$ cat src/rtl/cdb_arbiter.sv
// cdb_arbiter: shares the common data bus between the add (FU0), mul (FU1) and
// branch (FU2) functional units. Each FU pushes results into a private FIFO; one
// FIFO head per cycle is loaded into a registered CDB stage that the ROB,
// tag-clear logic and reservation stations observe.
// Build option: define CDB_OLDEST_FIRST_EN to grant the FIFO whose head is
// oldest relative to rob_head; otherwise FIFOs are served round-robin.
module cdb_arbiter #(
  parameter int NUM_FU    = 3,
  parameter int DATA_W    = 16,
  parameter int ROB_IDX_W = 3,
  parameter int QDEPTH    = 2
) (
  input  logic                        clk1,
  input  logic                        rst,
  input  logic [NUM_FU-1:0]           fu_valid,
  output logic [NUM_FU-1:0]           fu_ready,
  input  logic [NUM_FU*ROB_IDX_W-1:0] fu_rob_idx,
  input  logic [NUM_FU*4-1:0]         fu_rd,
  input  logic [NUM_FU*DATA_W-1:0]    fu_data,
  input  logic [ROB_IDX_W-1:0]        rob_head,
  input  logic                        cdb_ready,
  input  logic                        flush,
  output logic                        cdb_valid,
  output logic [ROB_IDX_W-1:0]        cdb_rob_idx,
  output logic [3:0]                  cdb_rd,
  output logic [DATA_W-1:0]           cdb_data,
  output logic [1:0]                  cdb_src
);

  localparam int PTR_W = $clog2(QDEPTH);

  typedef struct packed {
    logic [ROB_IDX_W-1:0] rob;
    logic [3:0]           rd;
    logic [DATA_W-1:0]    data;
  } entry_t;

  // Pointers carry one extra bit so full and empty are distinguishable.
  logic [PTR_W:0]    wr_ptr [NUM_FU];
  logic [PTR_W:0]    rd_ptr [NUM_FU];
  entry_t            mem    [NUM_FU][QDEPTH];
  entry_t            in_ent [NUM_FU];
  entry_t            head   [NUM_FU];
  logic [NUM_FU-1:0] empty;
  logic [NUM_FU-1:0] full;
  logic [NUM_FU-1:0] push;
  logic [NUM_FU-1:0] pop;
  logic              slot_free;
  logic              grant_vld;
  logic              do_grant;
  logic [1:0]        grant;
  entry_t            sel_ent;

  // Unpack FU inputs and derive FIFO status; ready depends on stored count only.
  always_comb begin
    for (int i = 0; i < NUM_FU; i++) begin
      in_ent[i].rob  = fu_rob_idx[i*ROB_IDX_W +: ROB_IDX_W];
      in_ent[i].rd   = fu_rd[i*4 +: 4];
      in_ent[i].data = fu_data[i*DATA_W +: DATA_W];
      head[i]        = mem[i][rd_ptr[i][PTR_W-1:0]];
      empty[i]       = (wr_ptr[i] == rd_ptr[i]);
      full[i]        = (wr_ptr[i][PTR_W] != rd_ptr[i][PTR_W]) &&
                       (wr_ptr[i][PTR_W-1:0] == rd_ptr[i][PTR_W-1:0]);
      fu_ready[i]    = ~full[i];
      push[i]        = fu_valid[i] & ~full[i] & ~flush;
    end
  end

  // The CDB register may take a new result when empty or being consumed.
  assign slot_free = ~cdb_valid | cdb_ready;

`ifdef CDB_OLDEST_FIRST_EN
  // Oldest-first select: smallest distance from rob_head wins, ties to lowest FU.
  always_comb begin
    logic [ROB_IDX_W-1:0] age;
    logic [ROB_IDX_W-1:0] best_age;
    // NOTE: every always_comb output gets a default first so no path can infer a latch.
    grant_vld = 1'b0;
    grant     = '0;
    best_age  = '1;
    age       = '0;
    for (int i = 0; i < NUM_FU; i++) begin
      age = head[i].rob - rob_head;
      if (!empty[i] && (!grant_vld || age < best_age)) begin
        grant_vld = 1'b1;
        grant     = 2'(i);
        best_age  = age;
      end
    end
  end
`else
  logic [1:0] rr_ptr;
  logic       unused_rob_head;

  // rob_head only matters for oldest-first selection.
  assign unused_rob_head = ^rob_head;

  // Round-robin select: search from rr_ptr upward, wrapping to FU0.
  always_comb begin
    int idx;
    // NOTE: every always_comb output gets a default first so no path can infer a latch.
    grant_vld = 1'b0;
    grant     = '0;
    idx       = 0;
    for (int k = 0; k < NUM_FU; k++) begin
      idx = int'(rr_ptr) + k;
      if (idx >= NUM_FU) idx = idx - NUM_FU;
      if (!grant_vld && !empty[idx]) begin
        grant_vld = 1'b1;
        grant     = 2'(idx);
      end
    end
  end

  // Advance the round-robin pointer past the winner; hold it otherwise.
  always_ff @(posedge clk1 or posedge rst) begin
    if (rst) begin
      rr_ptr <= '0;
    end else if (do_grant) begin
      rr_ptr <= (grant == 2'(NUM_FU-1)) ? 2'd0 : grant + 2'd1;
    end
  end
`endif

  // Pop the winning FIFO and mux its head toward the CDB register.
  always_comb begin
    do_grant = slot_free & grant_vld & ~flush;
    sel_ent  = head[0];
    pop      = '0;
    for (int i = 0; i < NUM_FU; i++) begin
      if (grant == 2'(i)) begin
        sel_ent = head[i];
        pop[i]  = do_grant;
      end
    end
  end

  // FIFO storage write.
  // NOTE: the result storage has no reset; the pointers alone define what is valid.
  always_ff @(posedge clk1) begin
    for (int i = 0; i < NUM_FU; i++) begin
      if (push[i]) mem[i][wr_ptr[i][PTR_W-1:0]] <= in_ent[i];
    end
  end

  // FIFO pointers: flush empties every FIFO and drops that cycle's pushes.
  always_ff @(posedge clk1 or posedge rst) begin
    // NOTE: sequential state is assigned with <= so every flop samples pre-edge values.
    if (rst) begin
      for (int i = 0; i < NUM_FU; i++) begin
        wr_ptr[i] <= '0;
        rd_ptr[i] <= '0;
      end
    end else if (flush) begin
      for (int i = 0; i < NUM_FU; i++) begin
        wr_ptr[i] <= '0;
        rd_ptr[i] <= '0;
      end
    end else begin
      for (int i = 0; i < NUM_FU; i++) begin
        if (push[i]) wr_ptr[i] <= wr_ptr[i] + 1'b1;
        if (pop[i])  rd_ptr[i] <= rd_ptr[i] + 1'b1;
      end
    end
  end

  // Registered CDB stage: load the winner when the slot is free, hold while stalled.
  always_ff @(posedge clk1 or posedge rst) begin
    if (rst) begin
      cdb_valid   <= 1'b0;
      cdb_rob_idx <= '0;
      cdb_rd      <= '0;
      cdb_data    <= '0;
      cdb_src     <= '0;
    end else if (flush) begin
      cdb_valid <= 1'b0;
    end else if (slot_free) begin
      cdb_valid <= grant_vld;
      if (grant_vld) begin
        cdb_rob_idx <= sel_ent.rob;
        cdb_rd      <= sel_ent.rd;
        cdb_data    <= sel_ent.data;
        cdb_src     <= grant;
      end
    end
  end

endmodule
$ cat config.mk
export PLATFORM = sky130hd
export DESIGN_NAME = cdb_arbiter
export DESIGN_NICKNAME = d
export VERILOG_FILES = /design/src/rtl/cdb_arbiter.sv
export SDC_FILE = /design/constraint.sdc
export NUM_CORES = 1
export LEC_CHECK = 0
export BUFFER_PORTS_ARGS = -buffer_cell sky130_fd_sc_hd__buf_2
export CAP_MARGIN = 20
export CORE_MARGIN = 4
export CORE_UTILIZATION = 42
export CTS_CLUSTER_DIAMETER = 200
export DETAILED_ROUTE_END_ITERATION = 7
export PLACE_DENSITY = 0.71
export SYNTH_ARGS = -nofsm -noshare
export SYNTH_HDL_FRONTEND = slang
export SYNTH_SLANG_ARGS = --single-unit
export TNS_END_PERCENT = 5
$ cat constraint.sdc
create_clock -name clk1 -period 8.5 [get_ports clk1]
set_clock_uncertainty 0.1 [all_clocks]
set_input_delay 0.425 -clock clk1 [delete_from_list [all_inputs] [get_ports clk1]]
set_output_delay 0.425 -clock clk1 [all_outputs]
set_load 0.03 [all_outputs]
==> results.yml <==
clock_network:
  post-cts-setup-buffers: 0
  numClockSinks: 178
  htreeDepth: 4
  clock_tree_from_tritoncts: "done"
  clock_latency_ns: 0.42
  post_cts.resized_instances: 0
  clk_path_buf_depth: 2
  cts_made_buffers: 17
  ctsRootBufferMaster: "clkbuf_16"
  clock_pin_slew_worst_setup_and_hold_paths_ns: 0.06
  postCtsHoldBufs: 0
grt:
  number_of_global_route_vias_before_repair: 4485
  grt_antenna_before_repair: 0
  overflow: 0
  grt.total_usage: 0.1641
  global_route_wire_length_before_repair_um: 24320
  largest_net_degree_at_the_start_of_global_routing: 41
cells_and_area:
  layout.cells.most_common: "edfxtp_1"
  most_frequent_cells_in_the_layout: "edfxtp_1, buf_2, mux2i_1"
  finish.net_count: 653
  finalCoreUtilization: 0.5146
  drive_above_1_share: 0.3026
  diodes: 0
  areaGrowthSynthToFinish_pct: 18.66
drt:
  finalWirelength_um: 15810
  routed_wire_length_per_instance_um: 19.64
  via_per_inst: 5.350
  detailroute.via_count: 4307
  route.antenna.remaining_nets: 0
  drt_first_iter_violations: 253
  detail_route.first_pass.iterations: 4
  drc_errors: 0
synthesis:
  number_of_flops_mapped_to_enable_cells_by_yosys: 138
  syn-instance-count: 464
  synth.ff_latch_count: 178
  synth.distinct_cells: 52
  synth.yosys.seq_area_share: 0.7079
  netlist_area_before_placement_um2: 7268
  synth_largest_area_cell: "edfxtp_1"
  synth.net_count: 545
  yosys_warnings: 0
  async_flop_share: 0.2247
  synth.top_cells.by_area: "edfxtp_1, dfrtp_1, mux2i_1, a21oi_1, o21ai_0"
  post_synth.cell_area_avg_um2: 15.66
  synth_top_flop_cell: "edfxtp_1"
  top_area_cell_type_share_of_the_netlist_area: 0.5701
critical_path:
  start_kind: "flip-flop"
  timing.critical_path.slowest_stage_cell: "nand2_1"
  setup.worst_path.end_class: "flip-flop"
  slowest_delay_ns: 0.73
  worstPathRequired_ns: 8.73
  worst_ep_arrival_time_ns: 3.27
  worstReg2RegEnd: "rd_ptr[1]$_DFFE_PP0P_"
  reg2reg_depth: 7
  cp_cell_sequence: "buf_4, xnor2_2, nand4_1, o311a_1, nand2_1, o21ai_0, a21oi_1"
  timing.rr.start: "rd_ptr[2]$_DFFE_PP0P_"
  critical_path_peak_fanout: 31
  timing_worst_setup_path_type: "flip-flop to flip-flop"
  rrSetupSlack_ns: 5.47
pwr:
  p_total_mw: 3.039
  irDropWorstVdd_uv: 196.1
  power-per-cell-area_nw_per_um2: 352.3
  p_leak_nw: 3.105
sta:
  tightestPinTransition_ns: 0.9813
  postLayoutSetupSlackWorst_ns: 5.468
  rsz0062_at_grt: "no"
  final.setup.tns_ns: 0
  timing.final.crit_share: 0.3567
  max_freq_ghz: 0.3298
  final_hold_viol_count: 0
  slew_headroom: 0.3442
  layout_min_cycle_time_ns: 3.032
  finalMaxSlewViolations: 0
  number_of_setup_violations_in_the_final_report: 0
floorplanning:
  io-pin-count: 108
  core_um2: 16760
  initial_utilization: 0.4337
  height_of_the_die_um: 139.6
  number_of_placement_rows: 47
  die-area_um2: 19470
  die_x_um: 139.6
flow_run:
  max-cap-violations: 0
placement:
  dp.final_hpwl_um: 10990
  place.gp.congestion: 0.8200
  place_ws_ns: 5.507
  place.port_buffers: 104
run_status:
  outcome: "completed"
hold_path:
  hp-class: "input pin to async pin"
[final cells by class]
| cell class | count | area, um^2 |
|---|---|---|
| fill | 1410 | 8135 |
| sequential | 178 | 5145 |
| multi-input combinational | 257 | 1993 |
| timing repair buffer | 114 | 595.6 |
| clock buffer | 19 | 452.9 |
| tap | 220 | 275.3 |
| clock inverter | 13 | 147.6 |
| inverter | 4 | 15.01 |
[logic make-up after synthesis]
group                    after synthesis  synth area share
adder cells (fa/ha/maj)                2          0.003442
XOR/XNOR                              12           0.01756
multiplexers                          71           0.09916
flip-flops                           178            0.7079
AO/OA/AOI/OAI                        101           0.09744
AND/OR/NAND/NOR                       71           0.05251
buffers and inverters                 29           0.02203
[per-layer routing]
layer	part of all wire	global-route usage	up-vias
met5	0	0	-
met4	0.013	0.04080	0
met3	0.061	0.04974	13
met2	0.53	0.2873	136
met1	0.40	0.1996	2141
li1	-	-	2017
[flip-flops by register name, indices dropped and copies added, names as in the netlist]
signal and cells:
cdb_data 16, cdb_rd 4, cdb_rob_idx 3, cdb_src 2, cdb_valid 1, mem 138
rd_ptr 6, rr_ptr 2, wr_ptr 6
[worst max-delay path by stage]
stage	depth (start not counted)	endpoint	start	slack (ns)
after floorplan	4	mem[0][46]$_DFFE_PP_	wr_ptr[3]$_DFFE_PP0P_	4.96
after global placement	7	rd_ptr[1]$_DFFE_PP0P_	rd_ptr[2]$_DFFE_PP0P_	5.61
after detailed placement	7	rd_ptr[1]$_DFFE_PP0P_	rd_ptr[2]$_DFFE_PP0P_	5.51
after CTS	7	rd_ptr[1]$_DFFE_PP0P_	rd_ptr[2]$_DFFE_PP0P_	5.49
after global routing	7	rd_ptr[1]$_DFFE_PP0P_	rd_ptr[2]$_DFFE_PP0P_	5.16
final	7	rd_ptr[1]$_DFFE_PP0P_	rd_ptr[2]$_DFFE_PP0P_	5.47
[stage by stage]
| stage | area [um^2] | hold slack [ns] | cells |
|---|---|---|---|
| after global placement | 8024 | 0.3678 | 773 |
| after global routing | 8625 | 0.06678 | 805 |
| after detailed placement | 8024 | 0.3670 | 773 |
| after floorplan | 7268 | 0.3782 | 464 |
| final | 8625 | 0.03140 | 805 |
| after CTS | 8625 | 0.03550 | 805 |
[critical path, delay by kind of cell (launching register included)]
family          cells  cell delay [ns]
compound gates      3             0.84
simple gates        2             1.03
xor+xnor            1             0.34
buf+inv             1             0.27
flops               1             0.36
[power breakdown]
part | leakage [nW] | internal, mW | switching (mW)
Sequential | 1.75 | 1.07 | 0.0663
Combinational | 1.06 | 0.398 | 0.720
Clock | 0.296 | 0.454 | 0.327
Total | 3.11 | 1.93 | 1.11
[Yosys cell counts (2+ instances only)]
cell type / count
o211ai_1: 5
and2_4: 2
buf_6: 5
o21ai_0: 21
or2b_1: 2
o22a_1: 7
and3_1: 3
ha_1: 2
o311a_1: 2
nand2b_1: 3
edfxtp_1: 138
mux2i_1: 63
a211oi_1: 2
dfrtp_1: 40
xor2_1: 6
buf_4: 2
or3_1: 4
nand3_1: 11
a21oi_1: 23
a22o_1: 7
mux2_2: 8
o22a_2: 5
o22ai_1: 11
nor3_1: 4
xnor2_1: 3
clkbuf_1: 12
nor3b_1: 3
nor2_1: 13
inv_1: 4
and2_1: 5
xnor2_2: 3
nand2_2: 3
nand2_1: 12
nand4_1: 2
a22oi_1: 7
buf_2: 5
Note: power is estimated with default switching activity, not from simulation.
